$ cat src/rtl/mult_host.sv
// mult_host: collects 64 operand pairs, bursts them to an external multiplier, then drains
// the multiplier's block readout as a result stream. Define MULT_HOST_SUM_EN to enable sum_out.
module mult_host #(
  parameter int DEPTH = 64,
  parameter int W     = 16
) (
  input  logic         clk,
  input  logic         rst,
  input  logic         in_valid,
  output logic         in_ready,
  input  logic [W-1:0] in_a,
  input  logic [W-1:0] in_b,
  output logic         EN_mult,
  output logic [W-1:0] mult_input0,
  output logic [W-1:0] mult_input1,
  input  logic         RDY_mult,
  output logic         EN_blockRead,
  input  logic         VALID_memVal,
  input  logic [W-1:0] memVal_data,
  output logic         out_valid,
  output logic [W-1:0] out_data,
  output logic         out_last,
  output logic         err,
  output logic [21:0]  sum_out
);

  localparam int            AW       = $clog2(DEPTH);
  localparam logic [AW-1:0] LAST_IDX = AW'(DEPTH - 1);
  localparam logic [7:0]    WD_LIMIT = 8'd254;

  typedef enum logic [2:0] {
    IDLE,
    FILL,
    BURST,
    WAIT_FULL,
    DRAIN,
    DONE
  } state_t;

  state_t state;
  state_t state_next;

  logic [AW-1:0]  fill_cnt;
  logic [AW-1:0]  burst_cnt;
  logic [AW-1:0]  drain_cnt;
  logic [AW-1:0]  burst_idx_next;
  logic [7:0]     wd_cnt;
  logic [2*W-1:0] mem [DEPTH];
  logic [2*W-1:0] burst_pair;
  logic           accept;
  logic           beat;
  logic           wd_expire;
  logic           start_read;

  // in_ready is combinational so the producer sees it in the same cycle FILL is entered.
  assign in_ready       = (state == FILL) && !rst;
  assign accept         = in_valid && in_ready;
  assign beat           = (state == DRAIN) && VALID_memVal;
  assign wd_expire      = (state == DRAIN) && !VALID_memVal && (wd_cnt == WD_LIMIT);
  assign start_read     = (state == WAIT_FULL) && !RDY_mult;
  assign burst_idx_next = (state == BURST) ? burst_cnt + AW'(1) : '0;
  assign burst_pair     = mem[burst_idx_next];

  always_ff @(posedge clk) begin
    if (rst) begin
      state <= IDLE;
    end else begin
      state <= state_next;
    end
  end

  always_comb begin
    state_next = state;
    case (state)
      IDLE: begin
        if (RDY_mult) begin
          state_next = FILL;
        end
      end
      FILL: begin
        if (accept && (fill_cnt == LAST_IDX)) begin
          state_next = BURST;
        end
      end
      BURST: begin
        if (burst_cnt == LAST_IDX) begin
          state_next = WAIT_FULL;
        end
      end
      WAIT_FULL: begin
        if (!RDY_mult) begin
          state_next = DRAIN;
        end
      end
      DRAIN: begin
        if (beat && (drain_cnt == LAST_IDX)) begin
          state_next = DONE;
        end else if (wd_expire) begin
          state_next = IDLE;
        end
      end
      DONE: begin
        state_next = IDLE;
      end
      default: begin
        state_next = IDLE;
      end
    endcase
  end

  // Operand buffer is deliberately left out of reset; entries are rewritten before every burst.
  always_ff @(posedge clk) begin
    if (accept) begin
      mem[fill_cnt] <= {in_a, in_b};
    end
  end

  always_ff @(posedge clk) begin
    if (rst) begin
      fill_cnt  <= '0;
      burst_cnt <= '0;
      drain_cnt <= '0;
      wd_cnt    <= '0;
    end else begin
      if (state != FILL) begin
        fill_cnt <= '0;
      end else if (accept) begin
        fill_cnt <= fill_cnt + AW'(1);
      end

      burst_cnt <= (state_next == BURST) ? burst_idx_next : '0;

      if ((state != DRAIN) || wd_expire) begin
        drain_cnt <= '0;
        wd_cnt    <= '0;
      end else if (beat) begin
        drain_cnt <= drain_cnt + AW'(1);
        wd_cnt    <= '0;
      end else begin
        wd_cnt <= wd_cnt + 8'd1;
      end
    end
  end

  // Burst outputs are loaded from the upcoming state so EN_mult is high exactly in BURST cycles.
  always_ff @(posedge clk) begin
    if (rst) begin
      EN_mult      <= 1'b0;
      mult_input0  <= '0;
      mult_input1  <= '0;
      EN_blockRead <= 1'b0;
      out_valid    <= 1'b0;
      out_data     <= '0;
      out_last     <= 1'b0;
      err          <= 1'b0;
    end else begin
      EN_mult      <= (state_next == BURST);
      mult_input0  <= (state_next == BURST) ? burst_pair[2*W-1:W] : '0;
      mult_input1  <= (state_next == BURST) ? burst_pair[W-1:0] : '0;
      EN_blockRead <= start_read;
      out_valid    <= beat;
      out_data     <= beat ? memVal_data : '0;
      out_last     <= beat && (drain_cnt == LAST_IDX);
      err          <= wd_expire;
    end
  end

`ifdef MULT_HOST_SUM_EN
  logic [21:0] sum_q;

  always_ff @(posedge clk) begin
    if (rst) begin
      sum_q <= '0;
    end else if (start_read) begin
      sum_q <= '0;
    end else if (beat) begin
      sum_q <= sum_q + 22'(memVal_data);
    end
  end

  assign sum_out = sum_q;
`else
  assign sum_out = '0;
`endif

endmodule
$ cat config.mk
export PLATFORM = sky130hd
export DESIGN_NAME = mult_host
export DESIGN_NICKNAME = d
export VERILOG_FILES = /design/src/rtl/mult_host.sv
export SDC_FILE = /design/constraint.sdc
export NUM_CORES = 2
export LEC_CHECK = 0
export CAP_MARGIN = 20
export CORE_MARGIN = 2
export CORE_UTILIZATION = 40
export CTS_BUF_LIST = sky130_fd_sc_hd__clkbuf_4
export DETAILED_ROUTE_END_ITERATION = 7
export PLACE_DENSITY_LB_ADDON = 0.3
export SLEW_MARGIN = 10
export SYNTH_ARGS = -nofsm -noshare
export SYNTH_HDL_FRONTEND = slang
export SYNTH_SLANG_ARGS = --single-unit
export TNS_END_PERCENT = 5
$ cat constraint.sdc
create_clock -name clk -period 5.1 [get_ports clk]
set_input_delay 1.02 -clock clk [delete_from_list [all_inputs] [get_ports clk]]
set_output_delay 1.02 -clock clk [all_outputs]
set_load 0.01 [all_outputs]
== After elaboration in Yosys (flattened, before gate mapping) ==
Memory sizes are Yosys's and may differ from the RTL's. A register that Yosys moved wholly into a read port is not among the register bits.
Cells that the tools add are included.

* Output and inout port bits: 76
* Input bits: 53
* Word-level logic and storage cells: 57
* Bits in writable memories: 2048
* Memories: 1
* Flip-flop bits (word level): 50

* Equality and inequality tests: 11
* Bitwise operators: 2
* Multiplexer cells: 10
* Add/sub/neg operators: 4
* Reduce and logical (&&, ||, !) cells: 18

{| class="wikitable"
|+ Memory list
! name !! depth !! width !! read ports !! clocked after Yosys merged registers in !! wr ports !! line !! source
|-
| mem || 64 || 32 || 1 || 1 || 1 || 48 || <nowiki>logic [2*W-1:0] mem [DEPTH];</nowiki>
|}

{| class="wikitable"
|+ Operators by type and width
! operator !! count
|-
| adder 6 x 1 -> 6 bit, second input constant || 3
|-
| == test 6 bit, second input constant || 3
|-
| two-way mux 3 bit || 6
|-
| one-hot mux 3 bit (5 select lines) || 1
|-
| == test 3 x 2 -> 1 bit, second input constant || 3
|-
| adder 8 x 1 -> 8 bit, second input constant || 1
|-
| == test 8 bit, second input constant || 1
|-
| logical AND 1 bit || 8
|-
| OR reduction 2 bit || 4
|-
| two-way mux 6 bit || 1
|-
| == test 3 x 1 -> 1 bit, second input constant || 1
|-
| == test 3 bit, second input constant || 1
|-
| logical NOT 1 bit || 3
|-
| logical NOT 3 bit || 1
|-
| != test 3 x 1 -> 1 bit, second input constant || 1
|-
| != test 3 bit, second input constant || 1
|-
| OR reduction 3 bit || 1
|-
| two-way mux 1 bit || 2
|-
| inverter 1 bit || 2
|-
| logical OR 1 bit || 1
|}

== Logic depth before layout (Yosys ltp) ==
* Word-level depth: 9
* Mapped depth: 13
* Depth with buffers taken out: 9

== Least setup slack after synthesis ==
No wires, ideal clock.

* Path type: input-to-reg
* Start point: in rst
* End point: mem mem[63][0] in the netlist's numbering (enable)
* Arrival: 3.899 ns
* Cell stages on the path: 9
* Path slack: 0.779 ns
* Required time: 4.679 ns
* Path buffers: 4
* Library setup time: 0.421 ns
* Path through: buf_6 > or4b_4 > buf_6 > inv_1 > and3_1 > clkbuf_1 > nand3_1 > clkbuf_1 > nor2_1

* Longest elaborated chain between the ends: 5

{| class="wikitable"
|+ RTL lines
! item !! line !! source
|-
| start, declared || 8 || <nowiki>input logic rst,</nowiki>
|-
| logical NOT 1 bit || 56 || <nowiki>assign in_ready = (state == FILL) && !rst;</nowiki>
|-
| logical AND 1 bit || 56 ||
|-
| via in_ready || 10 || <nowiki>output logic in_ready,</nowiki>
|-
| logical AND 1 bit || 57 || <nowiki>assign accept = in_valid && in_ready;</nowiki>
|-
| two-way mux 1 bit || 113 || <nowiki>if (accept) begin</nowiki>
|-
| two-way mux 1 bit (implied by the code) || 114 || <nowiki>mem[fill_cnt] <= {in_a, in_b};</nowiki>
|-
| end, declared || 48 ||
|}

The timed path passes the listed nets, and every way through them passes these cells.

== Worst setup path after layout ==
* Start point: reg state[0]
* End point: out in_ready

* Longest elaborated chain between the ends: 2

{| class="wikitable"
|+ RTL lines
! item !! line !! source
|-
| start, declared || 40 || <nowiki>state_t state;</nowiki>
|-
| start signal, assigned || 68 || <nowiki>state <= state_next;</nowiki>
|-
| == test 3 x 1 -> 1 bit || 56 ||
|-
| logical AND 1 bit || 56 ||
|-
| end, declared || 10 ||
|}

Every way passes these cells.

==> run metrics <==
clk slew on worst S/H paths ~0.070 ns; CTS tree built; leakage 30.4 nW; post-synth top area share 75.2%; GP Congestion ~0.92; count of different cell masters after synthesis 88; Synth Area per Inst 14.9 um^2; antenna violations before repair 28; layout cell share with drive strength beyond 1 20.4%; CP startpoint kind flip-flop; area grow syn2layout 15.4%; R2R depth 6; Final min period 4.44 ns; commonest register cell after synthesis edfxtp_1; Num CTS Buffers 561; final setup vio count 0; drt initial violations 7476; CP arrival 3.42 ns; first-pass GRT wire length 388 mm; Max Slew Vio Count 0; clock latency on the worst-skew pair 1.43 ns; Syn Inst Count 5488; number of global-route vias before repair 53000; Final period util between 80 and 90%; Setup TNS Final 0 ns; overall routing resource usage ~26%; root buf cell clkbuf_4; clk_skew about 0.13 ns; clk buf depth 4; Seq/Total Area, Yosys 77.2%; Routed Antenna Nets 0; clock share of power 42.6%; most common cell after layout, fill and taps aside edfxtp_1; mapped cell area just over 80000 um^2; Hold Path Depth 1; die width roughly 460 um; worst-case vdd ir drop 229 uV; Worst slew margin 19.5%; hold path start in_a[8]; endpoint type of the worst setup path primary output; worst hold path type in2reg; Critical Path RT 4.08 ns; First-pass DRT Iterations 6; measured slew at the worst slew-check pin 1.19 ns; Starting Density 40.1%; endpoints failing hold 0; Hold-fix buffers, CTS 4; I/O pin count 129; die height 456 um; Int Power 26.8 mW; Core Region 204000 um^2; commonest cells after routing, fill and taps aside edfxtp_1, nand2_1, clkbuf_4; Achievable Freq around 0.23 GHz; Total Wirelength ~280 mm; clk sinks 2130; Yosys Warn Count 0; FF-to-FF setup slack ~1 ns; outcome complete, no violations; Final nets 6086; synthesis-stage register bit count 2130; power density over the cells 361 nW/um^2; R2R Path Start state[1]$_SDFF_PP0_; critical path class reg2out; IO Port Bufs 106; Vias roughly 54000; Post-CTS Setup Inserts 0; largest net degree at the start of global routing 153; Reg-to-Reg End mult_input0[15]$_SDFF_PP0_; Post-CTS Resized 0; num rows 166; total number of H-tree levels 6; RSZ-0062 raised after global routing no; Sw Ratio 21.4%; Reg power frac between 50% and 60%; dpl hpwl 168 mm; WHS between 0.2 and 0.25 ns; wire per inst between 30 and 40 um; Worst Hold End mem[14][24]$_DFFE_PP_; grt total ovfl 0; net switching power 7.32 mW; number of synthesized flops with an enable pin about 2000; Via density 5.99; maximum capacitance violations 0; CP Max Fanout 13; Synth area leaders edfxtp_1, nand2_1, o221ai_1; # DRC 0; ys async rst share 0%; die area between 200000 and 250000 um^2; Comb pwr share between 1 and 1.5%; area leader, netlist edfxtp_1
synthesized netlist by cell type (6+ instances only):
cell / number
xor2_1: 12
buf_4: 24
inv_1: 7
nand3b_1: 6
o22a_1: 10
buf_2: 137
nand3_1: 364
mux2i_1: 63
o21ai_0: 127
nor2_1: 146
nand2_1: 932
a31oi_1: 95
mux4_2: 18
a32oi_1: 22
o221ai_1: 312
o32a_1: 7
o211ai_1: 27
a31o_2: 7
and3_1: 86
o22ai_1: 140
edfxtp_1: 2048
a21oi_1: 201
dfxtp_1: 82
a211oi_1: 50
xnor2_1: 9
or4_1: 9
a22o_1: 9
nor3_1: 30
and2_1: 18
a22oi_1: 19
clkbuf_1: 205
o31ai_1: 6
a311oi_1: 9
nor2b_1: 8
nand4_1: 38
a2bb2oi_1: 7
mux2_2: 15
buf_1: 55
o21ai_1: 11
nor4_1: 14
sequential cells by signal, summed over array words and instances, names as in the netlist:
signal        count
state             3
out_data         16
mult_input1      16
mem            2048
fill_cnt          6
err               1
drain_cnt         6
burst_cnt         6
EN_mult           1
out_valid         1
out_last          1
wd_cnt            8
mult_input0      16
EN_blockRead      1
worst max path at each step:
stage / depth (start not counted) / slack [ns] / to / from
2_1_floorplan: 9 / 0.78 / mem[63][0]$_DFFE_PP_ / rst
3_3_place_gp: 9 / 0.68 / mem[40][6]$_DFFE_PP_ / rst
3_5_place_dp: 9 / 0.69 / mem[40][24]$_DFFE_PP_ / rst
4_1_cts: 3 / 0.53 / in_ready / state[0]$_SDFF_PP0_
5_1_grt: 3 / 0.54 / in_ready / state[0]$_SDFF_PP0_
6_report: 3 / 0.66 / in_ready / state[0]$_SDFF_PP0_
final cells by class:
| class | count | area (um^2) |
|---|---|---|
| fill | 17900 | 110000 |
| sequential | 2130 | 63100 |
| multi-input combinational | 2946 | 17500 |
| clock buffer | 810 | 6080 |
| timing repair buffer | 381 | 3670 |
| tap | 2688 | 3360 |
| clock inverter | 111 | 651 |
| inverter | 8 | 30.0 |
| antenna | 7 | 17.5 |
stage by stage:
step / power (mW) / util (%) / area [um^2] / cells / setup slack, ns
after floorplan: 19.6 / - / 81900 / 5509 / 0.779
after global placement: 20.0 / 43.0 / 87600 / 8147 / 0.680
after detailed placement: 20.0 / 43.0 / 87600 / 8148 / 0.690
after CTS: 34.4 / 46.3 / 94400 / 9073 / 0.528
after global routing: 35.2 / 46.3 / 94400 / 9077 / 0.539
final: 34.1 / 46.3 / 94500 / 9081 / 0.660
power groups by stage:
| stage | Sequential, mW | Clock [mW] | Combinational (mW) |
|---|---|---|---|
| final | 19.2 | 14.5 | 0.440 |
| after global routing | 19.2 | 15.6 | 0.457 |
| after CTS | 19.2 | 14.8 | 0.436 |
| after detailed placement | 19.5 | 0 | 0.434 |
| after global placement | 19.5 | 0 | 0.423 |
| after floorplan | 19.5 | 0 | 0.0457 |
kinds of logic (layout without fill, tap and decap cells):
group	Yosys count	in the layout	share of synthesized area, %
flip-flops	2130	2130	77.2
AND/OR/NAND/NOR	1687	1687	9.15
AO/OA/AOI/OAI	1115	1115	9.56
buffers and inverters	433	1310	2.34
multiplexers	96	96	1.47
XOR/XNOR	21	21	0.225
adder cells (fa/ha/maj)	5	5	0.0765
other	1	29	0.00458
critical path, cell delays in order (launching register included):
cell and delay (ns):
dfxtp_1 0.63, or4b_4 0.61, inv_1 0.16, clkdlybuf4s50_1 0.68
layer usage:
| layer | routed length [um] | part of all wire [%] | GRT usage [%] | vias up |
|---|---|---|---|---|
| met1 | 102000 | 37 | 33.3 | 27300 |
| met4 | 17800 | 6.4 | 15.8 | 20 |
| li1 | - | - | - | 22800 |
| met2 | 127000 | 46 | 40.0 | 3587 |
| met5 | 126 | 0.045 | 0 | - |
| met3 | 29900 | 11 | 6.32 | 702 |
Note: power is estimated with default switching activity, not from simulation.
